### src/rtl/shared_bus_arbiter_pkg.sv
// shared_bus_arbiter_pkg: FSM state encoding and owner_id width for the shared bus arbiter
package shared_bus_arbiter_pkg;

    typedef enum logic [1:0] {
        IDLE = 2'd0,
        OWN  = 2'd1,
        TURN = 2'd2
    } state_t;

    localparam int OW = 3;

endpackage

### src/rtl/shared_bus_arbiter_rr_pick.sv
// rr_pick: combinational round-robin picker, first set request strictly after ptr (wrapping)
module rr_pick #(
    parameter int NREQ = 4,
    parameter int SW   = (NREQ > 1) ? $clog2(NREQ) : 1
) (
    input  logic [NREQ-1:0] req,
    input  logic [SW-1:0]   ptr,
    output logic [NREQ-1:0] win,
    output logic [SW-1:0]   idx,
    output logic            any
);

    logic [SW-1:0] j;

    // Scan from farthest to nearest so the nearest requester after ptr is the last to write
    always_comb begin
        win = '0;
        idx = '0;
        any = 1'b0;
        j   = '0;
        for (int i = NREQ; i >= 1; i--) begin
            j = SW'((int'(ptr) + i) % NREQ);
            if (req[j]) begin
                win    = '0;
                win[j] = 1'b1;
                idx    = j;
                any    = 1'b1;
            end
        end
    end

endmodule

### src/rtl/shared_bus_arbiter.sv
// shared_bus_arbiter: round-robin time-sharing of one bus with a turnaround gap; ARB_PREEMPT_EN adds forced release after MAX_HOLD cycles
module shared_bus_arbiter
    import shared_bus_arbiter_pkg::*;
#(
    parameter int NREQ     = 4,
    parameter int DW       = 8,
`ifdef ARB_PREEMPT_EN
    parameter int MAX_HOLD = 16,
`endif
    parameter int TA_CYC   = 1
) (
    input  logic             clk,
    input  logic             rst_n,
    input  logic [NREQ-1:0]  req,
    input  logic [NREQ-1:0]  wr,
    input  logic [NREQ*DW-1:0] drv_data,
    input  logic [DW-1:0]    bus_in,
    output logic [NREQ-1:0]  grant,
    output logic [OW-1:0]    owner_id,
    output logic             busy,
    output logic             bus_oe,
    output logic [DW-1:0]    bus_out,
    output logic [DW-1:0]    rd_data
);

    localparam int SW = (NREQ > 1) ? $clog2(NREQ) : 1;
    localparam int TW = $clog2(TA_CYC + 1);

    state_t          state;
    logic [SW-1:0]   own;
    logic [SW-1:0]   ptr;
    logic [TW-1:0]   ta;
    logic [NREQ-1:0] win;
    logic [SW-1:0]   idx;
    logic            any;
    logic            arb;
    logic            exit_own;

    rr_pick #(.NREQ(NREQ), .SW(SW)) u_pick (
        .req(req),
        .ptr(ptr),
        .win(win),
        .idx(idx),
        .any(any)
    );

    // Arbitration happens from IDLE or on the last turnaround cycle
    assign arb      = (state != OWN) && (state != TURN || ta == TW'(TA_CYC - 1));
    assign busy     = state == OWN;
    assign owner_id = OW'(own);
    assign bus_oe   = busy & wr[own];
    assign bus_out  = bus_oe ? drv_data[int'(own)*DW +: DW] : '0;

`ifdef ARB_PREEMPT_EN
    localparam int HW = (MAX_HOLD > 1) ? $clog2(MAX_HOLD) : 1;

    logic [HW-1:0] hold;

    // A dropped request and a preempt give the same exit
    assign exit_own = !req[own] || (hold == HW'(MAX_HOLD - 1) && |(req & ~grant));

    // Hold counter restarts on every grant and saturates while nobody else waits
    always_ff @(posedge clk or negedge rst_n) begin
        if (!rst_n)
            hold <= '0;
        else if (arb)
            hold <= '0;
        else if (busy && hold != HW'(MAX_HOLD - 1))
            hold <= hold + 1'b1;
    end
`else
    assign exit_own = !req[own];
`endif

    // Ownership FSM: IDLE -> OWN -> TURN (TA_CYC cycles) -> OWN or IDLE
    always_ff @(posedge clk or negedge rst_n) begin
        if (!rst_n) begin
            state <= IDLE;
            grant <= '0;
            own   <= '0;
            ptr   <= SW'(NREQ - 1);
            ta    <= '0;
        end else if (arb) begin
            if (any) begin
                state <= OWN;
                grant <= win;
                own   <= idx;
                ptr   <= idx;
            end else begin
                state <= IDLE;
            end
        end else if (busy) begin
            if (exit_own) begin
                state <= TURN;
                grant <= '0;
                ta    <= '0;
            end
        end else begin
            ta <= ta + 1'b1;
        end
    end

    // Capture the bus on every cycle the owner is reading
    always_ff @(posedge clk or negedge rst_n) begin
        if (!rst_n)
            rd_data <= '0;
        else if (busy && !wr[own])
            rd_data <= bus_in;
    end

endmodule
### config.mk
export PLATFORM = sky130hd
export DESIGN_NAME = shared_bus_arbiter
export DESIGN_NICKNAME = d
export VERILOG_FILES = /design/src/rtl/shared_bus_arbiter_pkg.sv /design/src/rtl/shared_bus_arbiter_rr_pick.sv /design/src/rtl/shared_bus_arbiter.sv
export SDC_FILE = /design/constraint.sdc
export NUM_CORES = 1
export LEC_CHECK = 0
export ABC_AREA = 1
export CAP_MARGIN = 0
export CELL_PAD_IN_SITES_DETAIL_PLACEMENT = 1
export CELL_PAD_IN_SITES_GLOBAL_PLACEMENT = 2
export CORE_MARGIN = 3
export CORE_UTILIZATION = 20
export DETAILED_ROUTE_END_ITERATION = 8
export HOLD_SLACK_MARGIN = 0.02
export PLACE_DENSITY = 0.88
export SETUP_SLACK_MARGIN = 0.1
export SKIP_LAST_GASP = 1
export SYNTH_ARGS = -nofsm -noshare
export SYNTH_HDL_FRONTEND = slang
export SYNTH_SLANG_ARGS = --single-unit
### constraint.sdc
create_clock -name clk -period 2.2 [get_ports clk]
set_clock_uncertainty 0.1 [all_clocks]
set_input_delay 0.22 -clock clk [delete_from_list [all_inputs] [get_ports clk]]
set_output_delay 0.22 -clock clk [all_outputs]
set_load 0.03 [all_outputs]
==> results of run 1 <==
[logic make-up (layout without fill, tap and decap cells)]
family / count (synthesis) / after routing / share of synthesized area, %
and+or+nand+nor: 132 / 132 / 36.7
AOI/OAI and AO/OA: 35 / 35 / 11.8
buffers and inverters: 28 / 108 / 8.41
DFF: 19 / 19 / 31.2
muxes: 8 / 8 / 5.88
adders and majority gates: 7 / 7 / 5.71
other: 1 / 1 / 0.245
[metrics by stage]
stage | instance area (µm²) | worst slack (ns) | cells | utilization (%) | hold WS (ns)
floorplan | 1570 | 0.155 | 230 | - | -0.176
global placement | 2410 | 0.283 | 403 | 32.9 | 0.370
detailed placement | 2410 | 0.263 | 403 | 32.9 | 0.374
CTS | 2460 | 0.176 | 407 | 33.5 | 0.200
global route | 2490 | 0.0845 | 409 | 33.9 | 0.210
finish | 2490 | 0.240 | 409 | 33.9 | 0.200
[registers in the layout (all words and copies together) (netlist names)]
register	cells
grant	4
own	2
ptr	2
rd_data	8
state	2
ta	1
[placed cells by master, fill, tap and decap left out, types with 2 or more instances in the layout]
master,n
clkdlybuf4s50_1,64
nand2_1,57
nor2_1,47
o21ai_0,19
buf_4,18
dfrtp_1,16
inv_1,14
nand3_1,12
a21oi_2,8
nand2_2,8
ha_1,7
a21oi_1,6
inv_2,5
mux2_2,4
mux2_1,4
clkbuf_8,3
nor2_2,2
nand4_1,2
nand3_2,2
clkinv_2,2
dfstp_2,2
[per-layer routing]
layer | part of all wire, % | track usage, % | up-vias
li1 | - | - | 886
met5 | 0 | 0 | -
met4 | 0.46 | 1.44 | 0
met3 | 7.1 | 3.30 | 4
met1 | 42 | 13.6 | 790
met2 | 51 | 21.3 | 47
[what timing repair did]
item,CTS,global route
endpoints found under the hold margin,0,0
endpoints found under the setup margin,2,8
pin swaps,0,0
resized for setup,1,1
setup buffers,0,2
[how the worst max path moves through the flow]
stage,endpoint,slack [ns],depth (start not counted)
detailed placement,own[1],0.26,10
floorplan,bus_out[0],0.16,5
global placement,own[1],0.28,10
global route,bus_out[1],0.08,8
finish,bus_out[1],0.24,7
CTS,bus_out[1],0.18,8
[layout make-up]
cell class,count,share of cell area [%]
Timing Repair Buffer,83,32.0
Tap cell,99,4.98
Multi-Input combinational cell,183,38.6
Clock buffer,3,1.66
Inverter,21,3.32
Clock inverter,1,0.201
Sequential cell,19,19.3
[report_power, final]
group	switching [mW]	leakage, nW	total (mW)	internal [mW]
sequential	0.119	0.228	0.657	0.538
combinational	1.84	0.896	3.00	1.16
clock	0.113	0.0255	0.238	0.126
==> impl_metrics.ini, run 1 <==
[status]
status = complete, no violations

[logic_synthesis]
synth_top_area_cell = dfrtp_1
yosys.cell_types.count = 25
synth_nets = 287
ys_warn_count = 0
yosysSeqAreaShare_pct = 31.2
synth_ff_type = dfrtp_1
netlist_top_cells_area = dfrtp_1, nand2_1, nor2_1
yosysMostFrequentCell = nand2_1
syn_avg_cell_area_um2 = 6.66
synth_top_area_share_pct = 27.8
synthCells = 230
synth_edf_count = 0
syn-cell-area_um2 = 1530
synth_commonest_cells = nand2_1, nor2_1, o21ai_0
async_flop_share_pct = 100
ys_ff_latch = 19

[cells_and_area]
nFillCells = 908
nNetsFinal = 368
layout-drive-gt1-share_pct = 19.4
diodes = 0
areaGrowthSynthToFinish_pct = 62.4
regArea_um2 = 479
multi_input_area_um2 = 961

[setup_path]
critPathTopFamily = flip-flops
r2r_slack_ns = 0.28
r2r_end = own[0]
crit_arrival_ns = 1.64
cp_slowest_stage_delay_ns = 0.45
reg2regPathDepth = 9
crit_required_ns = 1.88
path_cells = inv_2 > nand3_1 > nand2_1 > nor2_2 > inv_4 > a21oi_2 > buf_4
criticalPathCategory = reg2out
crit_path_max_fanout = 10
endpoint_kind = output port
path_buf_inv = 3
rr_startpoint = ptr[1]
worst_setup_path_start_kind = register
startpoint = own[1]
crit_slowest_cell = dfrtp_1

[clock_network]
cts_root_buf = clkbuf_8
clockBufferDepth = 2
ctsHtreeMaxLevel = 1
clk_pin_slew_worst_paths_ns = 0.07
clk-insertion-delay-late_ns = 0.25
cts_buffers = 3
cts_tree = built
cts.sinks = 19
cts_hold_buffers = 0

[power]
ir_drop_mv = 0.453
power_density_nw_per_um2 = 1560
p_leak_nw = 1.15
p_total_mw = 3.89

[floorplanning]
die-area_um2 = 8750
core_um2 = 7330
rows = 31
die_y_um = 93.5
die_w_um = 93.5
io_pins = 75
initial_core_util_pct = 20.9

[drt]
routed_wirelength_um = 4960
first_pass_iters = 4
route.detailed.drc = 0
drt_iter0_drc = 32
wire_per_inst_um = 12.1
avgViaCountPerCell = 4.22
final_antenna_net_count = 0
vias = 1727

[placement]
gp_congestion = 0.756
dpl.hpwl_um = 4180
portBuffers = 73

[timing]
final.min_clock_period_ns = 1.96
slew_violations = 0
period_share_pct = 89.1
timing.fmax_mhz = 510
setup_viol = 0
setup_tns_ns = 0
finalHoldViolations = 0
rsz0062_at_grt = false

[global_routing]
antenna_found_initial = 0
globalRouteOverflowTotal = 0
grt_pass1_vias = 1790
track_usage_pct = 11.6
grt_max_degree = 20
grt_pass1_wl_um = 8360

[min_path]
hp-class = in2async

[flow_run]
cap_violations = 0
Power figures use the tool's default switching activity.
==> run 2: changes to the inputs <==
--- a/config.mk
+++ b/config.mk
@@ -12,6 +12,7 @@
 export CORE_MARGIN = 3
 export CORE_UTILIZATION = 20
 export DETAILED_ROUTE_END_ITERATION = 8
+export GPL_TIMING_DRIVEN = 0
 export HOLD_SLACK_MARGIN = 0.02
 export PLACE_DENSITY = 0.88
 export SETUP_SLACK_MARGIN = 0.1
==> impl_metrics.ini, run 2 (synthesis results as in run 1) <==
[timing]
setup_ws_ns = 0.225
period_share_pct = 89.8
hold_slack_ns = 0.354
timing.fmax_mhz = 506
rsz0062_at_grt = false
worst_slew_pin_slew_ns = 0.852
setup_viol = 0
final.min_clock_period_ns = 1.98
maxSlewHeadroom_pct = 43.0
finalHoldViolations = 0
setup_tns_ns = 0
slew_violations = 0

[global_routing]
grt_util_met2_pct = 23.0
grt_pass1_vias = 1882
grt_max_degree = 20
met1_usage_pct = 13.5
grt_pass1_wl_um = 8670
globalRouteMet3Util_pct = 4.26
globalRouteOverflowTotal = 0
antenna_found_initial = 0
busiest_layer = met2
track_usage_pct = 12.1

[floorplanning]
die_y_um = 93.5
die-area_um2 = 8750
core_um2 = 7330
die_w_um = 93.5
io_pins = 75
rows = 31
initial_core_util_pct = 20.9

[placement]
dpl-instance-area_um2 = 2420
gp_congestion = 0.720
dp.cells = 402
portBuffers = 73
dpl.hpwl_um = 4150
dp_slack_ns = -0.191

[setup_path]
endpoint_kind = register
cpMostUsedCell = nand2_1
critPathTopFamily = flip-flops
worst_setup_path_start_kind = register
criticalPathCategory = reg2reg
crit_slowest_cell = dfstp_2
path_cells = clkinvlp_4 > ha_4 > inv_2 > nand2_2 > nand2_4 > inv_4 > nand2_1 > nor2_1 > nor2_1 > nand2_1 > nand2_1
path_buf_inv = 3
cp_slowest_stage_delay_ns = 0.60
crit_required_ns = 2.24
crit_arrival_ns = 2.02
crit_path_max_fanout = 6

[status]
status = complete, no violations

[cells_and_area]
nNetsFinal = 372
reg_top3 = rd_data (8), grant (4)
diodes = 0
layout-drive-gt1-share_pct = 21.3
mostFrequentLayoutCells = clkdlybuf4s50_1, nand2_1, nor2_1
layout_commonest_cell = clkdlybuf4s50_1
final_cells = 413
areaGrowthSynthToFinish_pct = 65.7
largest_register_ff_count = 8
regArea_um2 = 479
fin_area_um2 = 2540
multi_input_area_um2 = 983
nFillCells = 905
regMostFlops = rd_data

[clock_network]
cts_root_buf = clkbuf_8
clockBufferDepth = 2
cts_hold_buffers = 0
cts.sinks = 19
cts_buffers = 3
clk-insertion-delay-late_ns = 0.25
ctsHtreeMaxLevel = 1
cts_tree = built
clk_pin_slew_worst_paths_ns = 0.07

[drt]
drt_iter0_drc = 31
routed_wirelength_um = 5210
avgViaCountPerCell = 4.26
final_antenna_net_count = 0
route.detailed.drc = 0
first_pass_iters = 4
wire_per_inst_um = 12.6
vias = 1761

[flow_run]
cap_violations = 0

[power]
ir_drop_mv = 0.387
p_leak_nw = 1.16
power_density_nw_per_um2 = 1590

[min_path]
hp-class = in2async
==> run 2: cell count changes in the layout (fill, tap and decap cells not counted), moves of 2 or more <==
cell	previous run	this run
clkinv_2	2	0
nand2_2	8	10
buf_2	0	3
buf_4	18	11
nand2_1	57	55
inv_1	14	12
clkbuf_4	0	3
buf_6	0	4
==> run 2: final timing paths <==
kind / start / endpoint / slack [ns] / cells past startpoint
max: ptr[1] / own[0] / 0.22 / 11
min: rst_n / rd_data[1] / 0.35 / 1
max reg2reg: ptr[1] / own[0] / 0.22 / 11
min reg2reg: grant[2] / grant[2] / 0.39 / 2
max in group asynchronous: rst_n / own[0] / 1.07 / 1
min in group clk: grant[2] / grant[2] / 0.39 / 2
==> run 2: through the flow <==
stage | power (mW) | util [%]
floorplan | 2.67 | -
global placement | 3.61 | 33.0
detailed placement | 3.67 | 33.0
CTS | 3.92 | 33.5
global route | 4.47 | 34.6
finish | 4.03 | 34.6
==> run 2: per-layer routing <==
layer | up-vias | part of all wire, %
met5 | - | 0
met4 | 0 | 0.19
met3 | 2 | 7.8
met2 | 43 | 52
met1 | 818 | 40
li1 | 898 | -
==> run 2: cell type report <==
cell class | count | share of cell area, %
inverter | 21 | 3.45
tap | 99 | 4.88
sequential | 19 | 18.9
multi-input combinational | 183 | 38.7
timing repair buffer | 80 | 30.0
buffer | 7 | 2.32
clock buffer | 4 | 1.77
==> run 2: repair_timing <==
| action | 4_1_cts | 5_1_grt |
|---|---|---|
| gates resized for setup | 42 | 24 |
| setup endpoints to repair | 15 | 15 |
| setup buffers | 1 | 6 |
| pin swaps | 0 | 4 |
==> run 2: power by group <==
group / internal, mW / total [mW] / switching [mW]
clock: 0.129 / 0.240 / 0.111
sequential: 0.539 / 0.654 / 0.115
combinational: 1.22 / 3.14 / 1.92
==> run 3: changes to the inputs <==
--- a/config.mk
+++ b/config.mk
@@ -12,7 +12,6 @@
 export CORE_MARGIN = 3
 export CORE_UTILIZATION = 20
 export DETAILED_ROUTE_END_ITERATION = 8
-export GPL_TIMING_DRIVEN = 0
 export HOLD_SLACK_MARGIN = 0.02
 export PLACE_DENSITY = 0.88
 export SETUP_SLACK_MARGIN = 0.1
==> results of run 3 <==
No change in the layout: final DEF, timing and power equal those of run 1.
==> patch 1 (config.mk and constraints of run 1) <==
Change the package constant `OW` from 3 to 2.
--- a/src/rtl/shared_bus_arbiter_pkg.sv
+++ b/src/rtl/shared_bus_arbiter_pkg.sv
@@ -9,3 +9,3 @@
 
-    localparam int OW = 3;
+    localparam int OW = 2;
 
Ports: changed (resized owner_id); port bits go from 75 to 74. No check against the original RTL was run, so the function may have changed too.
==> patch 1 against run 1 <==
- via count grew 0.17%
- core utilization grew 0.38 points
- sequential cell count did not move
- clock power decreased by 2%
- critical path type is now reg -> reg
- non-clock buffer count is 4 higher
- routed wire length decreased by 2.5%
- worst setup slack lost 0.026 ns
- power increased by 1.4%
- combinational power up 2%
- worst hold slack hardly changed
- final area rose by 1.1%
- highest routed layer unchanged
- area after synthesis fell by 0.73%
- critical endpoint is now owner_id[0]
- sequential power barely moved
==> patch 1: results (changes against run 1) <==
[pwr]
ir_drop_v=0.000468  ; was 0.000453 V
power_leakage_nw=1.16  ; was 1.15 nW

[clocking]
cts_buffers=3  ; unchanged
clk_path_buf_depth=2  ; unchanged
insertion_delay_ns=0.25  ; about the same
h-tree-depth=1  ; unchanged
cts_root_buf=clkbuf_8  ; unchanged
clk_pin_slew_ns=0.07  ; about the same

[yosys]
postSynthAreaPerCell_um2=6.67  ; was 6.66 um^2
yosys-top-cells-area=dfrtp_1, nand2_1, nor2_1  ; unchanged
syn-num-nets=285  ; was 287
synth_top_cells_by_count=nand2_1, nor2_1, o21ai_0  ; unchanged
ys_async_sr_fraction_pct=100  ; unchanged
synth_cell_types=23  ; was 25
synth_seq_area_share_pct=31.4  ; was 31.2%

[critical_path]
crit_arrival_ns=2.08  ; was 1.64 ns
reg2reg_slack_ns=0.21  ; was 0.28 ns
rr_worst_depth=10  ; was 9
cp_max_fo=6  ; was 10

[grt]
gr-usage-all-layers_pct=11.2  ; was 11.6%
grt_first_pass_wirelength_um=8070  ; was 8360 um
grt_max_degree=20  ; unchanged
grt_pass1_vias=1830  ; was 1,790
antenna_found_initial=0  ; unchanged

[placed_design]
placed_area_um2=2390  ; was 2410 um^2
dp_hpwl_um=3970  ; was 4180 um
io_buffers=73  ; unchanged
gp_congestion=0.773  ; was 0.756

[drt]
detail_route.iter0.violations=37  ; was 32
drt-total-wl_um=4830  ; was 4960 um
drt_first_pass_iters=3  ; was 4
via_per_inst=4.20  ; was 4.22

[timing]
hold-worst-slack_ns=0.200  ; about the same
setup_violations=0  ; unchanged
finalMaxSlewViolations=0  ; unchanged
hold_viol=0  ; unchanged

[cells_and_area]
fin_nets=371  ; was 368
top_regs=rd_data (8), grant (4)  ; unchanged
drive_above_1_share_pct=21.1  ; was 19.4%
fill_cells=913  ; was 908
antenna_cells=0  ; unchanged

[hold_path]
hold_class=in -> async  ; unchanged

[status]
outcome=finished clean  ; unchanged

[patch 1: changes by cell type in the layout (fill, tap and decap cells not counted), sizes merged]
cell,run 1,this run
conb,1,0
inv,20,19
buf,19,23
clkinvlp,0,1
[patch 1: logic make-up (layout without fill, tap and decap cells)]
| logic type | Yosys count | count (layout) | share of synthesized area [%] |
|---|---|---|---|
| AO/OA/AOI/OAI | 35 | 35 | 11.9 |
| adder cells (fa/ha/maj) | 7 | 7 | 5.76 |
| buffers and inverters | 27 | 112 | 7.98 |
| flip-flops | 19 | 19 | 31.4 |
| multiplexers | 8 | 8 | 5.92 |
| AND/OR/NAND/NOR | 132 | 132 | 37.0 |
[patch 1: area by class of cell]
class                   instances  area share [%]
multi-input cells             182            38.5
repair buffers                 87            32.3
flip-flops and latches         19            19.0
well taps                      99            4.92
inverters                      21            3.33
clock buffers                   3            1.64
clock inverters                 1           0.199
[patch 1: critical path, stage by stage (launching register included)]
cell	delay, ns
dfstp_2	0.60
clkinvlp_4	0.19
ha_4	0.33
inv_1	0.07
nand3_1	0.09
nand2_1	0.10
nor2_4	0.16
nor2_1	0.07
nor2_1	0.09
nand2_1	0.07
nand2_1	0.06
[patch 1: timing repair]
item / CTS / global route
hold buffers: 0 / 0
setup endpoints to repair: 0 / 14
gates resized for setup: 0 / 3
buffers inserted: 0 / 8
[patch 1: worst paths after layout]
path                           from     endpoint
max                          ptr[1]  owner_id[0]
min                           rst_n   rd_data[4]
max reg2reg                  ptr[1]  owner_id[0]
min reg2reg                grant[1]     grant[1]
max in group asynchronous     rst_n       ptr[0]
min in group clk           grant[1]     grant[1]
[patch 1: where the power goes]
part | total, mW | switching [mW] | internal, mW
logic | 3.06 | 1.85 | 1.21
registers | 0.658 | 0.118 | 0.540
clock network | 0.234 | 0.108 | 0.126
total | 3.95 | 2.07 | 1.87
[patch 1: through the flow]
stage | util [%] | std cells | setup WS, ns
final | 34.3 | 412 | 0.214
after global routing | 34.3 | 412 | 0.0628
after CTS | 33.3 | 404 | 0.137
after detailed placement | 32.6 | 400 | 0.159
after global placement | 32.6 | 400 | 0.204
after floorplan | - | 228 | 0.155
[patch 1: metal layers]
metal	up-vias	global-route usage, %	wire (um)
met4	0	2.32	30
met1	789	12.6	1950
met2	45	20.5	2510
met5	-	0	0
li1	894	-	-
met3	2	3.54	339
==> patch 2 (settings of run 1) <==
Made on the original files. Encoding of `state_t`: now one-hot (3 bits for 3 states).
--- a/src/rtl/shared_bus_arbiter_pkg.sv
+++ b/src/rtl/shared_bus_arbiter_pkg.sv
@@ -3,6 +3,6 @@
 
-    typedef enum logic [1:0] {
-        IDLE = 2'd0,
-        OWN  = 2'd1,
-        TURN = 2'd2
+    typedef enum logic [2:0] {
+        IDLE = 3'b001,
+        OWN  = 3'b010,
+        TURN = 3'b100
     } state_t;
Formal check against the unedited RTL: same outputs for any inputs over 10 cycles, from zero or initial values and one cycle with rst_n low; not proved beyond that.
==> patch 2 against run 1 <==
- register-to-register slack better by 0.03 ns
- power up 2.7%
- routed wire length up 8.6%
- non-clock buffer count up 4
- worst hold slack better by 0.0049 ns
- worst setup slack worse by 0.050 ns
- fmax down 2.5%
- area after synthesis up 2.4%
- final area up 1.8%
- sequential cell count up 1
- sequential power down 0.6%
- critical path type unchanged
- largest power group unchanged
==> patch 2: results (changes against run 1) <==
[placed_design]
io_buffers=73  ; unchanged
gp_congestion=0.749  ; was 0.756
placed_area_um2=2410  ; about the same
dp_hpwl_um=4320  ; was 4180 um

[grt]
grt_pass1_vias=1956  ; was 1,790
use_met2_pct=22.5  ; was 21.3%
antenna_found_initial=0  ; unchanged
grt_first_pass_wirelength_um=9110  ; was 8360 um
gr-usage-all-layers_pct=12.5  ; was 11.6%
gr-usage-met3_pct=1.91  ; was 3.30%
grt_max_degree=21  ; was 20
met1_usage_pct=15.8  ; was 13.6%

[cells_and_area]
antenna_cells=0  ; unchanged
fill_cells=962  ; was 908
fin_nets=380  ; was 368
drive_above_1_share_pct=16.1  ; was 19.4%
top_regs=rd_data (8), grant (4), state (3)  ; was rd_data (8), grant (4)

[critical_path]
cp_max_fo=9  ; was 10
crit_arrival_ns=1.69  ; was 1.64 ns

[yosys]
synth_cell_types=21  ; was 25
synth_top_cells_by_count=nand2_1, nor2_1, o21ai_0  ; unchanged
synth_seq_area_share_pct=32.1  ; was 31.2%
synth_flop_cell=dfrtp_1  ; unchanged
yosys-top-cells-area=dfrtp_1, nand2_1, nor2_1  ; unchanged
ys_async_sr_fraction_pct=100  ; unchanged
syn-num-nets=298  ; was 287
ys_warn_count=0  ; unchanged

[clocking]
clk_path_buf_depth=2  ; unchanged
cts_buffers=3  ; unchanged
cts_root_buf=clkbuf_8  ; unchanged
h-tree-depth=1  ; unchanged
clk_pin_slew_ns=0.08
insertion_delay_ns=0.26

[drt]
detail_route.iter0.violations=29  ; was 32
via_count=1841  ; was 1,727
drt_first_pass_iters=4  ; unchanged
wl_per_cell_um=12.8  ; was 12.1 um

[pwr]
ir_drop_v=0.000336  ; was 0.000453 V
power_leakage_nw=1.20  ; was 1.15 nW
switchingPower_mw=2.06  ; was 2.07 mW

[hold_path]
hold_class=in -> async  ; unchanged

[status]
outcome=finished clean  ; unchanged

## patch 2: changes by cell type after synthesis, moves of 3 or more
cell	change
clkbuf_1	+3
nand2_2	-8
a21oi_1	-8
a21oi_2	+8
nand4_1	+4
o21ai_0	+5
nand2_1	+13
mux2_1	-4
mux2_2	-4
nor2_1	-11
inv_1	+4
nand3_1	+11
## patch 2: stage by stage
stage                     hold slack, ns  util, %  power (mW)  worst slack (ns)  std cells
after detailed placement           0.364     32.4        3.54            0.0964        414
after global placement             0.357     32.4        3.50             0.129        414
after CTS                          0.202     33.4        3.94             0.104        418
final                              0.204     34.0        4.00             0.190        421
after floorplan                   -0.176        -        2.59             0.129        241
after global routing               0.231     34.0        4.45            0.0642        421
## patch 2: power by group through the flow
| stage | clock network (mW) | registers [mW] | logic (mW) |
|---|---|---|---|
| after floorplan | 0 | 0.895 | 1.70 |
| after global placement | 0 | 0.664 | 2.83 |
| after detailed placement | 0 | 0.670 | 2.87 |
| after CTS | 0.379 | 0.664 | 2.90 |
| after global routing | 0.398 | 0.680 | 3.37 |
| final | 0.367 | 0.653 | 2.98 |
## patch 2: critical path, stage by stage (launching register included)
cell     delay, ns
dfrtp_2       0.46
inv_1         0.09
o21ai_0       0.08
o22a_1        0.18
or2_4         0.31
a21oi_2       0.13
buf_4         0.17
## patch 2: final cells by class
type                            count  area, um^2  share of cell area [%]
Tap cell                           99         124                    4.89
Clock buffer                        3        41.3                    1.63
Sequential cell                    20         507                    20.0
Inverter                           23        86.3                    3.41
Multi-Input combinational cell    188         932                    36.8
Clock inverter                      1        30.0                    1.19
Timing Repair Buffer               87         813                    32.1
## patch 2: cells by family after synthesis
kind of cell	count (synthesis)	synth area share, %
compound gates	41	15.7
fa+ha+maj	7	5.58
other cells	1	0.239
simple gates	139	36.4
flops	20	32.1
buf+inv	33	9.89
## patch 2: what timing repair did
item / CTS / global route
hold endpoints to repair: 0 / 0
gates resized for setup: 2 / 6
endpoints found under the setup margin: 9 / 15
pin swaps: 0 / 1
setup buffers: 0 / 3
hold buffers: 0 / 0
## patch 2: path summary, 6_finish.rpt
| path | from | slack (ns) | cells after the start | to |
|---|---|---|---|---|
| worst min-delay path | rst_n | 0.20 | 2 | rd_data[3] |
| min in group clk | rd_data[7] | 0.38 | 2 | rd_data[7] |
| max in group asynchronous | rst_n | 1.53 | 2 | state[0] |
| worst max register to register | ptr[0] | 0.31 | 9 | ptr[0] |
| worst max-delay path | own[1] | 0.19 | 6 | bus_out[3] |
| worst min register to register | rd_data[7] | 0.38 | 2 | rd_data[7] |
## patch 2: layer usage
metal / wire (um) / share of wire [%]
met2: 2690 / 50
met5: 0 / 0
met4: 30 / 0.56
met1: 2460 / 46
met3: 199 / 3.7
